`src/rtl/phys_reg_free_list.sv`:
```
// rtl/phys_reg_free_list.sv - circular-buffer physical register free list with head checkpoints
// Optional duplicate-free detection and sticky dup_err port: FREE_LIST_DUP_CHECK_EN
module phys_reg_free_list #(
  parameter int PHYS_REGS   = 64,
  parameter int ARCH_REGS   = 32,
  parameter int ALLOC_WIDTH = 2,
  parameter int FREE_WIDTH  = 2,
  parameter int CKPT_DEPTH  = 4,
  parameter int PB          = $clog2(PHYS_REGS),
  parameter int CB          = $clog2(CKPT_DEPTH)
) (
  input  logic                        clk,
  input  logic                        rst,
  input  logic [ALLOC_WIDTH-1:0]      alloc_req,
  output logic                        alloc_grant,
  output logic [ALLOC_WIDTH*PB-1:0]   alloc_preg,
  input  logic [FREE_WIDTH-1:0]       free_valid,
  input  logic [FREE_WIDTH*PB-1:0]    free_preg,
  input  logic                        ckpt_save,
  input  logic [CB-1:0]               ckpt_id,
  input  logic                        restore,
  input  logic [CB-1:0]               restore_id,
  output logic [PB:0]                 free_count,
  output logic                        empty
`ifdef FREE_LIST_DUP_CHECK_EN
  ,
  output logic                        dup_err
`endif
);

  logic [PB-1:0] list_q    [PHYS_REGS];
  logic [PB-1:0] list_d    [PHYS_REGS];
  logic [PB-1:0] list_init [PHYS_REGS];
  logic [PB:0]   ckpt_q    [CKPT_DEPTH];
  logic [PB:0]   ckpt_d    [CKPT_DEPTH];
  logic [PB:0]   head_q, head_d;
  logic [PB:0]   tail_q, tail_d;
  logic [PB:0]   free_count_q, free_count_d;
  logic [PB:0]   alloc_n;
  logic [PB:0]   wr_off;
  logic [FREE_WIDTH-1:0] free_ok;

  always_comb begin
    alloc_n = '0;
    for (int i = 0; i < ALLOC_WIDTH; i++) begin
      alloc_n = alloc_n + (PB+1)'(alloc_req[i]);
    end
  end

  // Grant is judged on the pre-edge count; same-cycle frees are not bypassed.
  assign alloc_grant = !rst && (alloc_n != '0) && (free_count_q >= alloc_n) && !restore;

  always_comb begin
    alloc_preg = '0;
    for (int i = 0; i < ALLOC_WIDTH; i++) begin
      alloc_preg[i*PB +: PB] = list_q[head_q[PB-1:0] + PB'(i)];
    end
  end

  always_comb begin
    for (int i = 0; i < PHYS_REGS; i++) begin
      list_init[i] = (i < PHYS_REGS - ARCH_REGS) ? PB'(ARCH_REGS + i) : '0;
    end
  end

`ifdef FREE_LIST_DUP_CHECK_EN
  logic [PHYS_REGS-1:0] in_list_q, in_list_d, in_list_init;
  logic                 dup_err_q, dup_err_d;
  logic                 dup_hit;
  logic [PB:0]          rb_dist;
  logic [PB-1:0]        rb_rel;

  // A lane is dropped if its preg is already free or an earlier lane carries it.
  always_comb begin
    free_ok = free_valid;
    for (int k = 0; k < FREE_WIDTH; k++) begin
      if (free_valid[k]) begin
        if (in_list_q[free_preg[k*PB +: PB]]) free_ok[k] = 1'b0;
        for (int j = 0; j < k; j++) begin
          if (free_valid[j] && (free_preg[j*PB +: PB] == free_preg[k*PB +: PB])) begin
            free_ok[k] = 1'b0;
          end
        end
      end
    end
    dup_hit = |(free_valid & ~free_ok);
  end

  always_comb begin
    for (int i = 0; i < PHYS_REGS; i++) begin
      in_list_init[i] = (i >= ARCH_REGS);
    end
  end

  always_comb begin
    in_list_d = in_list_q;
    rb_dist   = head_q - ckpt_q[restore_id];
    rb_rel    = '0;
    if (restore) begin
      for (int i = 0; i < PHYS_REGS; i++) begin
        rb_rel = PB'(i) - ckpt_q[restore_id][PB-1:0];
        if ({1'b0, rb_rel} < rb_dist) in_list_d[list_q[i]] = 1'b1;
      end
    end else if (alloc_grant) begin
      for (int i = 0; i < ALLOC_WIDTH; i++) begin
        if ((PB+1)'(i) < alloc_n) in_list_d[list_q[head_q[PB-1:0] + PB'(i)]] = 1'b0;
      end
    end
    for (int k = 0; k < FREE_WIDTH; k++) begin
      if (free_ok[k]) in_list_d[free_preg[k*PB +: PB]] = 1'b1;
    end
    dup_err_d = dup_err_q | dup_hit;
  end

  always_ff @(posedge clk) begin
    if (rst) begin
      in_list_q <= in_list_init;
      dup_err_q <= 1'b0;
    end else begin
      in_list_q <= in_list_d;
      dup_err_q <= dup_err_d;
    end
  end

  assign dup_err = dup_err_q;
`else
  assign free_ok = free_valid;
`endif

  always_comb begin
    list_d = list_q;
    ckpt_d = ckpt_q;
    head_d = head_q;
    wr_off = '0;
    // Accepted free lanes are packed onto the tail in lane order.
    for (int k = 0; k < FREE_WIDTH; k++) begin
      if (free_ok[k]) begin
        list_d[tail_q[PB-1:0] + wr_off[PB-1:0]] = free_preg[k*PB +: PB];
        wr_off = wr_off + 1'b1;
      end
    end
    tail_d = tail_q + wr_off;
    if (restore) begin
      head_d = ckpt_q[restore_id];
    end else if (alloc_grant) begin
      head_d = head_q + alloc_n;
    end
    if (ckpt_save && !restore) ckpt_d[ckpt_id] = head_d;
    free_count_d = tail_d - head_d;
  end

  always_ff @(posedge clk) begin
    if (rst) begin
      list_q       <= list_init;
      ckpt_q       <= '{default: '0};
      head_q       <= '0;
      tail_q       <= (PB+1)'(PHYS_REGS - ARCH_REGS);
      free_count_q <= (PB+1)'(PHYS_REGS - ARCH_REGS);
    end else begin
      list_q       <= list_d;
      ckpt_q       <= ckpt_d;
      head_q       <= head_d;
      tail_q       <= tail_d;
      free_count_q <= free_count_d;
    end
  end

  assign free_count = free_count_q;
  assign empty      = (free_count_q == '0);

endmodule

```
`config.mk`:
```
export PLATFORM = sky130hd
export DESIGN_NAME = phys_reg_free_list
export DESIGN_NICKNAME = d
export VERILOG_FILES = /design/src/rtl/phys_reg_free_list.sv
export SDC_FILE = /design/constraint.sdc
export NUM_CORES = 1
export LEC_CHECK = 0
export CORE_MARGIN = 2
export CORE_UTILIZATION = 50
export DETAILED_ROUTE_END_ITERATION = 7
export PLACE_DENSITY_LB_ADDON = 0.2
export SETUP_SLACK_MARGIN = 0.02
export SYNTH_ARGS = -nofsm -noshare
export SYNTH_HDL_FRONTEND = slang
export SYNTH_SLANG_ARGS = --single-unit
```
`constraint.sdc`:
```
create_clock -name clk -period 6.9 [get_ports clk]
set_clock_uncertainty 0.15 [all_clocks]
set_input_delay 1.725 -clock clk [delete_from_list [all_inputs] [get_ports clk]]
set_output_delay 1.725 -clock clk [all_outputs]
set_load 0.03 [all_outputs]
```
# After elaboration in Yosys (flattened, before gate mapping)
# Index checks and enable logic that the tools add are counted.
[op_classes]
shift = 0
n_reduce_logical = 11
add_sub_neg = 7
muxes = 24
order_cmp = 10
multipliers = 0
div_mod_pow = 0
eq_ne = 0
bitwise_logic = 6
[op_table]
columns = ["operator", "n"]
rows = [
  ["$bwmux W384", 2],
  ["$mux W384", 2],
  ["$bmux W6 S6", 2],
  ["$demux W6 S6", 2],
  ["$mux W7", 6],
  ["$mux W6", 6],
  ["$bwmux W28", 1],
  ["$ge A7 B7 Y1 const B", 4],
  ["$not A6 Y7", 4],
  ["$bmux W7 S2", 1],
  ["$demux W7 S2", 1],
  ["$lt A7 B1 Y1 const B", 2],
  ["$add A7 B1 Y7 const B", 1],
  ["$add A7 B2 Y7", 1],
  ["$add A7 B7 Y7", 1],
  ["$ge A7 B2 Y1", 1],
  ["$logic_and A1 B1 Y1", 7],
  ["$logic_not A7 Y1", 1],
  ["$reduce_bool A7 Y1", 1],
  ["$sub A7 B7 Y7", 1],
  ["$add A6 B1 Y6 const B", 1],
  ["$add A6 B6 Y6", 1],
  ["$ge A3 B3 Y1 const B", 2],
  ["$not A2 Y3", 2],
  ["4 further kinds", 5],
]
[word_totals]
input_bits = 24
elab_cells = 129
regBits = 433
output_inout_bits = 21
mem_count = 0
romBits = 0
ram_bits = 0
latch_bits = 0

# Logic depth before layout (Yosys ltp)
[logic_depth]
ltp_word = 9
depth_mapped = 18
depth_no_buf = 17

# Worst setup path before layout
# OpenSTA, ideal clock, no wires.
[synth_timing]
kind = "input-to-reg"
startpoint = "input port alloc_req[0]"
endpoint = "register free_count_q[6] (netlist: free_count[6])"
stages = 18
required_time_ps = 6622
setup_ps = 128
path_slack_ps = 1557
arrival_time_ps = 5065
n_path_buf = 1
path_cell_list = "inv_1 -> ha_1 -> ha_1 -> nand2b_1 -> a2111oi_4 -> or2_2 -> buf_2 -> mux2i_1 -> a21oi_1 -> ha_1 -> inv_1 -> fa_1 -> a211oi_1 -> o21ai_0 -> a21oi_1 -> xor2_1 -> xnor2_1 -> nor2_1"
[synth_between]
elab_chain_len = 8
elab_cells_between_ends = 10
classes_between = "3 x add/sub; 1 x order compare; 2 x mux; 4 x reduce/logical"
[synth_rtl]
columns = ["item", "line", "source"]
rows = [
  ["start: declaration", "14", "input logic [ALLOC_WIDTH-1:0] alloc_req,"],
  ["$add A1 B1 Y2 *", "46", "alloc_n = alloc_n + (PB+1)'(alloc_req[i]);"],
  ["parallel branches: the longest is 4 deep, another holds $ge A7 B2 Y1", "n/a", ""],
  ["$mux W7 *", "145", "end else if (alloc_grant) begin"],
  ["$mux W7 *", "143", "if (restore) begin"],
  ["named net head_d[0]", "36", "logic [PB:0] head_q, head_d;"],
  ["$sub A7 B7 Y7 *", "149", "free_count_d = tail_d - head_d;"],
  ["end signal: assignment", "158", "free_count_q <= (PB+1)'(PHYS_REGS - ARCH_REGS);"],
  ["end signal: assignment", "164", "free_count_q <= free_count_d;"],
  ["end: declaration", "38", "logic [PB:0] free_count_q, free_count_d;"],
]
# Mark *: on every way through the listed nets, which the timed path passes.
# A chain may end at the register's enable or synchronous reset.

# Worst setup path after layout
[layout_timing]
startpoint = "register head_q[0]"
endpoint = "output port alloc_preg[10]"
[layout_between]
elab_chain_len = 5
[layout_rtl]
columns = ["item", "line", "source"]
rows = [
  ["start: declaration", "36", ""],
  ["start signal: assignment", "156", "head_q <= '0;"],
  ["start signal: assignment", "162", "head_q <= head_d;"],
  ["$add A6 B1 Y6", "56", "alloc_preg[i*PB +: PB] = list_q[head_q[PB-1:0] + PB'(i)];"],
  ["$not A6 Y7 (not written as such)", "56", ""],
  ["$bmux W6 S6", "56", ""],
  ["$mux W6 (not written as such) (2 in series)", "56", ""],
  ["end: declaration", "16", "output logic [ALLOC_WIDTH*PB-1:0] alloc_preg,"],
]
# No other way between the ends. The select of a mux whose other input is x is not followed.

==> flow_summary.json <==
{
  "worstPathRequired_ns": 5.03,
  "gp_congestion": 0.9563,
  "cts_hold_buf": 0,
  "grt_pass1_vias": 23160,
  "drtAntennaViolNets": 0,
  "drive_gt1_share_pct": 19.71,
  "grt_use_met3_pct": 8.335,
  "netlist_area_sq_um": 27120,
  "place_area_sq_um": 27730,
  "route.detailed.drc": 0,
  "setup_tns_ns": 0,
  "fin_area_sq_um": 29480,
  "wl_per_cell_um": 26.74,
  "synth_top_flop_cell": "dfxtp_1",
  "max-clock-path-buffers": 3,
  "ctsResizeCount": 0,
  "portBuffers": 44,
  "die_area_sq_um": 56110,
  "track_usage_pct": 32.90,
  "grt_first_pass_wirelength_um": 143200,
  "htree_levels": 2,
  "worstHoldPathType": "register to register",
  "dpl.hpwl_um": 60100,
  "final_nets": 2797,
  "combinationalPowerShare_pct": 14.7,
  "area_growth_pct": 8.707,
  "worst-r2r-cell-count": 14,
  "max_freq_mhz": 153.6,
  "yosys_warnings": 0,
  "crit_fanout": 30,
  "whs_ns": 0.3445,
  "grt_setup_unrepaired": "false",
  "p_per_area_nw_per_um2": 215.7,
  "ys_seq_elements": 433,
  "p_clk_share_pct": 44.5,
  "cp.arrival_ns": 4.64,
  "synth_cells": 2905,
  "gr-total-overflow": 0,
  "num_rows": 85,
  "tritoncts": "done",
  "clk_pin_slew_worst_paths_ns": 0.06,
  "slew_headroom_pct": 26.79,
  "slew_viol_final": 0,
  "power.total_mw": 6.360,
  "met2_usage_pct": 49.72,
  "ios": 45,
  "holdPathEnd": "ckpt_q[5]",
  "syn_area_per_cell_sq_um": 9.335,
  "antenna_found_initial": 0,
  "tritoncts.num_buffers": 51,
  "dp_cells": 3395,
  "hold_violations": 0,
  "ys_types": 64,
  "drtPass1Iterations": 6,
  "via_per_inst": 6.876,
  "internal_power_mw": 4.565,
  "holdCritStartpoint": "ckpt_q[5]",
  "start_util_pct": 50.49,
  "cts_setup_buffers": 0,
  "utilization_pct": 54.89,
  "fp.dieH_um": 236.9,
  "async_flop_share_pct": 0,
  "worst_slew_pin_slew_ns": 1.092,
  "p_sw_mw": 1.795,
  "end_kind": "output port",
  "holdPathStages": 2,
  "grt_util_met1_pct": 45.10,
  "rrSetupSlack_ns": 2.40,
  "cts-root-buf": "clkbuf_16",
  "r2r_start": "head_q[0]",
  "num-fill-cells": 4637,
  "drt_wl_total_um": 93260,
  "vias": 23980,
  "seq_power_share_pct": 40.8,
  "ir_drop_uv": 177.8,
  "swShare_pct": 28.22,
  "grt_max_degree": 89,
  "grt.busiest_layer": "met2",
  "startpoint_type": "register",
  "maxCapViolCount": 0,
  "layoutNonFillerInstCount": 3488,
  "place_ws_ns": 0.5805,
  "status": "finished, final reports clean",
  "syn_nets": 2950,
  "finalWorstSetupSlack_ns": 0.3893,
  "path_class": "register to output port",
  "cts.sinks": 433,
  "insertion_delay_ns": 0.61,
  "fp.coreArea_sq_um": 53710,
  "r2r_end": "free_count[6]",
  "leakagePower_nw": 9.489,
  "fp.dieW_um": 236.9,
  "drtIter0Drc": 3198,
  "finalSetupViolations": 0,
  "fin_crit_sh_pct": 94.36,
  "synth_edf_count": 0,
  "fin_crit_ns": 6.511,
  "synth_seq_area_share_pct": 31.97
}
[layout make-up]
class                           instances  area (sq um)  area share (%)
Antenna cell                            1         2.502        0.008489
Clock buffer                           77          1558           5.284
Clock inverter                         15         183.9          0.6239
Inverter                               13         50.05          0.1698
Multi-Input combinational cell       2142         17160           58.20
Sequential cell                       433          8680           29.44
Tap cell                              696         870.8           2.954
Timing Repair Buffer                  111         975.9           3.311
[metal layers]
layer,wire (um),up-vias
li1,-,10460
met1,37380,11810
met2,41230,1467
met3,10860,253
met4,3776,0
met5,0,-
[flip-flops by register name, summed over array words and instances (netlist names)]
register    flops
ckpt_q         28
free_count      7
head_q          7
list_q        384
tail_q          7
[worst max-delay path by stage]
stage / startpoint / endpoint / slack (ns)
after detailed placement: alloc_req[0] / free_count[6] / 0.58
after floorplan: alloc_req[0] / free_count[6] / 1.56
final: head_q[0] / alloc_preg[10] / 0.39
after CTS: head_q[0] / alloc_preg[7] / 0.50
after global routing: head_q[0] / alloc_preg[6] / 0.26
after global placement: alloc_req[0] / alloc_grant / 0.64
[cell families (layout without fill, tap and decap cells)]
| logic type | after synthesis | count (layout) | synth area share [%] |
|---|---|---|---|
| and+or+nand+nor | 1042 | 1042 | 16.82 |
| muxes | 565 | 565 | 31.81 |
| AOI/OAI and AO/OA | 493 | 493 | 12.67 |
| DFF | 433 | 433 | 31.97 |
| buffers and inverters | 330 | 216 | 5.006 |
| adders and majority gates | 21 | 21 | 1.052 |
| xor gates and xnor gates | 21 | 21 | 0.6783 |
| other | 0 | 1 | 0 |
[critical path, stage by stage (launching register included)]
cell and delay, ns:
dfxtp_4 0.71, ha_4 0.61, buf_12 0.31, mux4_2 0.55
mux4_2 0.53, a22oi_1 0.36, nand2_1 0.26, clkdlybuf4s50_1 0.66
[cell usage after synthesis, drive strengths merged (2+ instances only)]
cell type  instances  area, sq um
ha                18        225.2
nor4               3        18.77
a22oi             32        245.2
a31oi              6        37.54
nand2            382         1434
nand4              9        56.30
o21ai             82        414.2
nor2b             14        87.58
and3               3        18.77
nor2             370         1411
fa                 3        60.06
or3b               2        17.52
nand3            181        905.9
o22ai              6        37.54
nand4b             8        76.32
or2                2        12.51
and2               8        50.05
a21boi             2        15.01
dfxtp            433         8668
xor2               9        78.83
buf              122        576.8
a21oi            107        535.5
nor3              14        101.4
a211oi           109        823.3
xnor2             12        105.1
nand2b            13        81.33
a22o               2        17.52
and4bb             2        25.02
mux2             115         1295
clkbuf           195        732.0
inv               13        48.79
a21o               7        52.55
nand3b             6        45.04
nor3b              9        98.85
a311oi           132         1156
mux2i            224         2242
a2111oi            2        42.54
or3               12        75.07
mux4             226         5090
[cells in the final DEF, fill, tap and decap left out, types with 9 or more instances in the layout]
master | netlist | layout
nand2b_1 | 13 | 13
buf_2 | 74 | 12
mux4_2 | 226 | 226
a21oi_1 | 107 | 107
nand2_1 | 382 | 382
nor2b_1 | 14 | 14
nor2_2 | 9 | 9
clkbuf_8 | 0 | 12
nor2_1 | 361 | 361
inv_1 | 12 | 12
clkbuf_16 | 0 | 54
buf_4 | 7 | 60
xnor2_1 | 12 | 11
clkinv_2 | 0 | 9
a311oi_1 | 132 | 132
nand3_1 | 181 | 181
clkdlybuf4s50_1 | 0 | 31
mux2_2 | 115 | 115
a22oi_1 | 31 | 31
a211oi_1 | 108 | 108
mux2i_1 | 224 | 224
nand4_1 | 9 | 9
or3_1 | 12 | 12
clkbuf_1 | 195 | 11
dfxtp_1 | 433 | 428
ha_1 | 18 | 17
o21ai_0 | 79 | 79
[power groups by stage]
| stage | clock, mW | combinational [mW] | sequential, mW |
|---|---|---|---|
| floorplan | 0 | 0.605 | 2.64 |
| global placement | 0 | 0.894 | 2.64 |
| detailed placement | 0 | 0.909 | 2.65 |
| CTS | 2.85 | 0.912 | 2.59 |
| global route | 2.96 | 0.980 | 2.60 |
| finish | 2.83 | 0.937 | 2.59 |
(Power assumes the default switching activity.)
